[src/rtl/hyperbus_pkg.sv]
// Shared types for the HyperBus transmit beat generator: FSM states and the
// per-lane DDR byte pair that is handed to the output cells each clock.
package hyperbus_pkg;

  typedef enum logic [2:0] {
    IDLE,
    CA,
    LAT,
    DATA_LO,
    DATA_HI
  } state_t;

  localparam int CA_BEATS = 3;
  localparam logic [1:0] CA_LAST = 2'(CA_BEATS - 1);

  // d0 is driven in the clock-high half, d1 in the clock-low half
  typedef struct packed {
    logic [7:0] d0;
    logic [7:0] d1;
    logic       rwds0;
    logic       rwds1;
  } beat_t;

  function automatic beat_t make_beat(input logic [7:0] d0, input logic [7:0] d1,
                                      input logic rwds0, input logic rwds1);
    beat_t b;
    b.d0    = d0;
    b.d1    = d1;
    b.rwds0 = rwds0;
    b.rwds1 = rwds1;
    return b;
  endfunction

endpackage

[src/rtl/hyperbus_tx_beat.sv]
// Turns a HyperBus transaction (CA, latency, write words) into one registered
// DDR beat per clock for the PHY output cells; reads stop after the CA phase.
module hyperbus_tx_beat
  import hyperbus_pkg::*;
#(
  parameter int LAT_W = 4,
  parameter int LEN_W = 16
) (
  input  logic             clk_i,
  input  logic             rst_ni,
  input  logic             trans_valid_i,
  output logic             trans_ready_o,
  input  logic [47:0]      trans_ca_i,
  input  logic             trans_write_i,
  input  logic [LAT_W-1:0] trans_lat_i,
  input  logic [LEN_W-1:0] trans_len_i,
  input  logic             wdata_valid_i,
  output logic             wdata_ready_o,
  input  logic [31:0]      wdata_i,
  input  logic [3:0]       wstrb_i,
  output logic [7:0]       dq_d0_o,
  output logic [7:0]       dq_d1_o,
  output logic             rwds_d0_o,
  output logic             rwds_d1_o,
  output logic             dq_oe_o,
  output logic             rwds_oe_o,
  output logic             busy_o,
  output logic             done_o,
  output logic             underrun_o
);

  state_t           state;
  beat_t            beat_q;
  logic [31:0]      ca_lo;
  logic [1:0]       ca_idx;
  logic             is_write;
  logic [LAT_W-1:0] lat_cnt;
  logic [LEN_W-1:0] len_cnt;
  logic [15:0]      hold_data;
  logic [1:0]       hold_mask;
  logic             trans_ready_q;
  logic             wdata_ready_q;
  logic             dq_oe_q;
  logic             rwds_oe_q;
  logic             busy_q;
  logic             done_q;
  logic             underrun_q;

  // Handshake flags are registered from the next state so they line up with
  // the state the FSM actually sits in during the following cycle.
  always_ff @(posedge clk_i or negedge rst_ni) begin
    if (!rst_ni) begin
      state         <= IDLE;
      beat_q        <= '0;
      ca_lo         <= '0;
      ca_idx        <= '0;
      is_write      <= 1'b0;
      lat_cnt       <= '0;
      len_cnt       <= '0;
      hold_data     <= '0;
      hold_mask     <= '0;
      trans_ready_q <= 1'b0;
      wdata_ready_q <= 1'b0;
      dq_oe_q       <= 1'b0;
      rwds_oe_q     <= 1'b0;
      busy_q        <= 1'b0;
      done_q        <= 1'b0;
      underrun_q    <= 1'b0;
    end else begin
      done_q <= 1'b0;
      case (state)
        IDLE: begin
          if (trans_ready_q && trans_valid_i) begin
            beat_q        <= make_beat(trans_ca_i[47:40], trans_ca_i[39:32], 1'b0, 1'b0);
            dq_oe_q       <= 1'b1;
            rwds_oe_q     <= 1'b0;
            ca_lo         <= trans_ca_i[31:0];
            ca_idx        <= 2'd1;
            is_write      <= trans_write_i;
            lat_cnt       <= trans_lat_i;
            len_cnt       <= trans_len_i;
            underrun_q    <= 1'b0;
            trans_ready_q <= 1'b0;
            busy_q        <= 1'b1;
            state         <= CA;
          end else begin
            beat_q        <= '0;
            dq_oe_q       <= 1'b0;
            rwds_oe_q     <= 1'b0;
            trans_ready_q <= 1'b1;
            busy_q        <= 1'b0;
          end
        end

        CA: begin
          if (ca_idx == CA_LAST) begin
            beat_q <= make_beat(ca_lo[15:8], ca_lo[7:0], 1'b0, 1'b0);
            if (!is_write || (len_cnt == '0 && lat_cnt == '0)) begin
              done_q        <= 1'b1;
              trans_ready_q <= 1'b1;
              busy_q        <= 1'b0;
              state         <= IDLE;
            end else if (lat_cnt != '0) begin
              state <= LAT;
            end else begin
              wdata_ready_q <= 1'b1;
              state         <= DATA_LO;
            end
          end else begin
            beat_q <= make_beat(ca_lo[31:24], ca_lo[23:16], 1'b0, 1'b0);
            ca_idx <= ca_idx + 2'd1;
          end
        end

        LAT: begin
          beat_q    <= '0;
          dq_oe_q   <= 1'b0;
          rwds_oe_q <= 1'b0;
          lat_cnt   <= lat_cnt - LAT_W'(1);
          if (lat_cnt == LAT_W'(1)) begin
            if (len_cnt == '0) begin
              done_q        <= 1'b1;
              trans_ready_q <= 1'b1;
              busy_q        <= 1'b0;
              state         <= IDLE;
            end else begin
              wdata_ready_q <= 1'b1;
              state         <= DATA_LO;
            end
          end
        end

        // The bus cannot stall, so a missing word becomes a fully masked pair
        DATA_LO: begin
          dq_oe_q       <= 1'b1;
          rwds_oe_q     <= 1'b1;
          wdata_ready_q <= 1'b0;
          state         <= DATA_HI;
          if (wdata_valid_i) begin
            beat_q    <= make_beat(wdata_i[15:8], wdata_i[7:0], ~wstrb_i[1], ~wstrb_i[0]);
            hold_data <= wdata_i[31:16];
            hold_mask <= ~wstrb_i[3:2];
          end else begin
            beat_q     <= make_beat(8'h00, 8'h00, 1'b1, 1'b1);
            hold_data  <= '0;
            hold_mask  <= 2'b11;
            underrun_q <= 1'b1;
          end
        end

        DATA_HI: begin
          beat_q  <= make_beat(hold_data[15:8], hold_data[7:0], hold_mask[1], hold_mask[0]);
          len_cnt <= len_cnt - LEN_W'(1);
          if (len_cnt == LEN_W'(1)) begin
            done_q        <= 1'b1;
            trans_ready_q <= 1'b1;
            busy_q        <= 1'b0;
            state         <= IDLE;
          end else begin
            wdata_ready_q <= 1'b1;
            state         <= DATA_LO;
          end
        end

        default: state <= IDLE;
      endcase
    end
  end

  assign trans_ready_o = trans_ready_q;
  assign wdata_ready_o = wdata_ready_q;
  assign dq_d0_o       = beat_q.d0;
  assign dq_d1_o       = beat_q.d1;
  assign rwds_d0_o     = beat_q.rwds0;
  assign rwds_d1_o     = beat_q.rwds1;
  assign dq_oe_o       = dq_oe_q;
  assign rwds_oe_o     = rwds_oe_q;
  assign busy_o        = busy_q;
  assign done_o        = done_q;
  assign underrun_o    = underrun_q;

endmodule
[config.mk]
export PLATFORM = sky130hd
export DESIGN_NAME = hyperbus_tx_beat
export DESIGN_NICKNAME = d
export VERILOG_FILES = /design/src/rtl/hyperbus_pkg.sv /design/src/rtl/hyperbus_tx_beat.sv
export SDC_FILE = /design/constraint.sdc
export NUM_CORES = 1
export LEC_CHECK = 0
export CAP_MARGIN = 20
export CORE_UTILIZATION = 44
export DETAILED_ROUTE_END_ITERATION = 8
export PLACE_DENSITY = 0.76
export RECOVER_POWER = 25
export SLEW_MARGIN = 30
export SYNTH_ARGS = -nofsm -noshare
export SYNTH_HDL_FRONTEND = slang
export SYNTH_SLANG_ARGS = --single-unit
[constraint.sdc]
create_clock -name clk_i -period 1.8 [get_ports clk_i]
set_input_delay 0.36 -clock clk_i [delete_from_list [all_inputs] [get_ports clk_i]]
set_output_delay 0.36 -clock clk_i [all_outputs]
set_load 0.02 [all_outputs]
==> flow_summary.json <==
{
  "worst-r2r-cell-count": 6,
  "power.internal_uw": 7370,
  "area_growth_pct": 49.4,
  "synth_ff_type": "dfrtp_1",
  "crit_arrival_ns": 2.13,
  "setup_viol": 6,
  "reg2reg_slack_ns": -0.12,
  "antennaDiodeCount": 0,
  "ys_seq_area_share_pct": 49.8,
  "die_area_mm2": 0.0120,
  "finish.net_count": 871,
  "endpoint_kind": "flop",
  "seqPwrFrac_pct": 33.0,
  "ir_drop_v": 0.00113,
  "hold_path_depth": 2,
  "die_h_um": 109,
  "track_usage_pct": 27.6,
  "placed_cell_area_mm2": 0.00704,
  "antenna_left": 0,
  "clkTransAtPathRegs_ns": 0.07,
  "ys_seq_elements": 101,
  "syn_avg_cell_area_um2": 8.98,
  "gr-total-overflow": 0,
  "setup_ws_ns": -0.121,
  "multi_input_area_mm2": 0.00251,
  "rsz0062_at_grt": "yes",
  "slew_headroom_pct": 47.4,
  "period_share_pct": 107,
  "whs_ns": 0.477,
  "die_width_um": 109,
  "timing.fmax_mhz": 520,
  "final_cell_mix": "165 x nand2_1, 132 x clkdlybuf4s50_1, 100 x dfrtp_1",
  "dr.pass1.iters": 5,
  "io_pins": 134,
  "synth_edf_count": 0,
  "hp-start": "ca_lo[6]",
  "nFillCells": 836,
  "cts_tree": "built",
  "hpwl_mm": 11.5,
  "slew_viol_final": 0,
  "drtIter0Drc": 319,
  "violations": "setup timing",
  "core_area_mm2": 0.0110,
  "drive_gt1_share_pct": 20.5,
  "fin_skew_ns": 0.00725,
  "critPathTopFamily": "simple AND/OR/NAND/NOR gates",
  "postSynth.asyncResetShare_pct": 100,
  "path_max_fanout": 3,
  "num_rows": 38,
  "path_buf_inv": 1,
  "synthCells": 565,
  "drt-total-wl_mm": 16.1,
  "path_cells": "or4_4 > buf_6 > nor4_4 > nand2_2 > a21oi_1 > o21ai_1",
  "timing.rr.start": "len_cnt[5]",
  "final_common_cell": "nand2_1",
  "rr_endpoint": "state[1]",
  "design_area_mm2": 0.00758,
  "grt_max_degree": 44,
  "drc_errors": 0,
  "path_class": "reg2reg",
  "grt_pass1_wl_mm": 25.1,
  "vias": 5123,
  "tightestPinTransition_ns": 0.789,
  "seq_area_mm2": 0.00253,
  "worstHoldEndpoint": "ca_lo[6]",
  "clk_latency_ns": 0.35,
  "p_clk_share_pct": 17.9,
  "run_status": "finished, violations left",
  "grt_pass1_vias": 5112,
  "syn-num-nets": 681,
  "final_hold_viol_count": 0,
  "switching_share_pct": 39.2,
  "htreeDepth": 3,
  "fin_crit_ns": 1.92,
  "p_sw_uw": 4750,
  "cts.sink_count": 101,
  "start_util_pct": 46.0,
  "gp_congestion": 0.921,
  "yosysUniqueCellTypes": 49,
  "slowest_stage": "or4_4",
  "cp.required_ns": 2.01,
  "cts_max_path_buffers": 2,
  "antenna_found_initial": 0,
  "syn_area_mm2": 0.00507,
  "yosysWarnings": 0,
  "leakage_uw": 0.00340,
  "clockRootBuffer": "clkbuf_16",
  "hold_class": "reg2reg",
  "worstSetupStartpointType": "flop",
  "vias_per_cell": 5.69,
  "wl_per_cell_um": 17.8,
  "max_cap_violations": 0,
  "power_density_mw_per_mm2": 1600,
  "portBuffers": 133,
  "pwr-share-comb_pct": 49.1,
  "cts_inserted_buffers": 9,
  "worst_path_largest_cell_delay_ns": 0.56
}
repair_timing:
| action | 4_1_cts | 5_1_grt |
|---|---|---|
| endpoints found under the hold margin | 27 | 0 |
| buffers inserted | 7 | 7 |
| pin swaps | 10 | 12 |
| setup endpoints to repair | 42 | 21 |
| gates resized for setup | 10 | 21 |
| hold buffers | 1 | 0 |
through the flow:
stage	total power [µW]	std cells	utilization, %	worst slack (ns)	TNS (ns)
6_report	12100	900	68.7	-0.121	-0.613
5_1_grt	12800	900	68.7	-0.226	-2.62
4_1_cts	11800	894	67.8	-0.133	-0.499
3_5_place_dp	9490	870	63.9	-0.147	-1.38
3_3_place_gp	9250	870	63.9	-0.0980	-0.469
2_1_floorplan	7120	565	-	-0.0733	-0.230
registers in the layout, summed over array words and instances, names as in the netlist, 2 cells and up:
| register | cells |
|---|---|
| lat_cnt | 4 |
| ca_lo | 32 |
| state | 3 |
| dq_d0_o | 8 |
| ca_idx | 2 |
| hold_mask | 2 |
| hold_data | 16 |
| dq_d1_o | 8 |
| len_cnt | 16 |
worst max path at each step:
stage	from	end	slack (ns)	cells past startpoint
3_5_place_dp	len_cnt[1]	busy_o	-0.15	7
3_3_place_gp	len_cnt[1]	busy_o	-0.1	7
6_report	len_cnt[5]	state[1]	-0.12	6
4_1_cts	len_cnt[5]	busy_o	-0.13	6
2_1_floorplan	len_cnt[0]	busy_o	-0.07	7
5_1_grt	len_cnt[5]	state[1]	-0.23	6
power groups by stage:
stage | clock network, µW | logic, µW | registers, µW
floorplan | 0 | 2910 | 4210
global placement | 0 | 5290 | 3960
detailed placement | 0 | 5490 | 4000
CTS | 2190 | 5670 | 3980
global route | 2290 | 6450 | 4110
finish | 2170 | 5950 | 4000
layout make-up:
class	instances	share of cell area (%)
sequential	101	33.4
multi-input combinational	419	33.1
timing repair buffer	213	26.3
clock buffer	9	2.97
tap	140	2.31
clock inverter	7	1.35
inverter	11	0.594
tightest hold or removal path, delay by kind of cell (launching register included):
family           cells  cell delay, ns
DFF                  1            0.34
and+or+nand+nor      2            0.10
cell families (layout without fill, tap and decap cells):
logic type | Yosys count | in the layout | share of synthesized area, %
AND/OR/NAND/NOR | 254 | 254 | 22.4
AO/OA/AOI/OAI | 133 | 133 | 17.2
flip-flops | 101 | 101 | 49.8
buffers and inverters | 45 | 240 | 3.40
multiplexers | 25 | 25 | 5.47
adder cells (fa/ha/maj) | 7 | 7 | 1.73
cells in the mapped netlist (2+ instances only):
library cell,n,area [µm²]
a21oi_1,22,110
a221o_1,4,40.0
a22o_1,7,61.3
a22oi_1,27,203
a31oi_1,6,37.5
buf_1,9,33.8
buf_2,3,15.0
clkbuf_1,22,82.6
dfrtp_1,101,2530
ha_1,7,87.6
inv_1,10,37.5
mux2_2,22,248
mux2i_1,3,30.0
nand2_1,165,619
nand2b_1,3,18.8
nand3_1,11,55.1
nand3b_1,2,15.0
nand4_1,7,43.8
nor2_1,28,105
nor2b_1,2,12.5
nor3_1,11,55.1
nor3_2,2,20.0
nor3b_1,4,30.0
nor4_1,2,12.5
o211ai_1,6,45.0
o21ai_0,40,200
o221ai_1,2,17.5
o22ai_1,4,25.0
o311ai_0,3,26.3
o311ai_1,2,17.5
o31a_1,2,17.5
o31ai_1,2,15.0
or3_1,6,37.5
or4_1,2,15.0
or4_4,2,22.5
routing by layer:
metal  global-route usage [%]  vias to the layer above  wire, µm
met1                     34.2                     2452      6370
li1                         -                     2373         -
met4                     11.1                        0       493
met5                        0                        -         0
met3                     6.64                       52      1190
met2                     46.5                      246      8000
No activity file was read; power rests on OpenSTA's default activity.
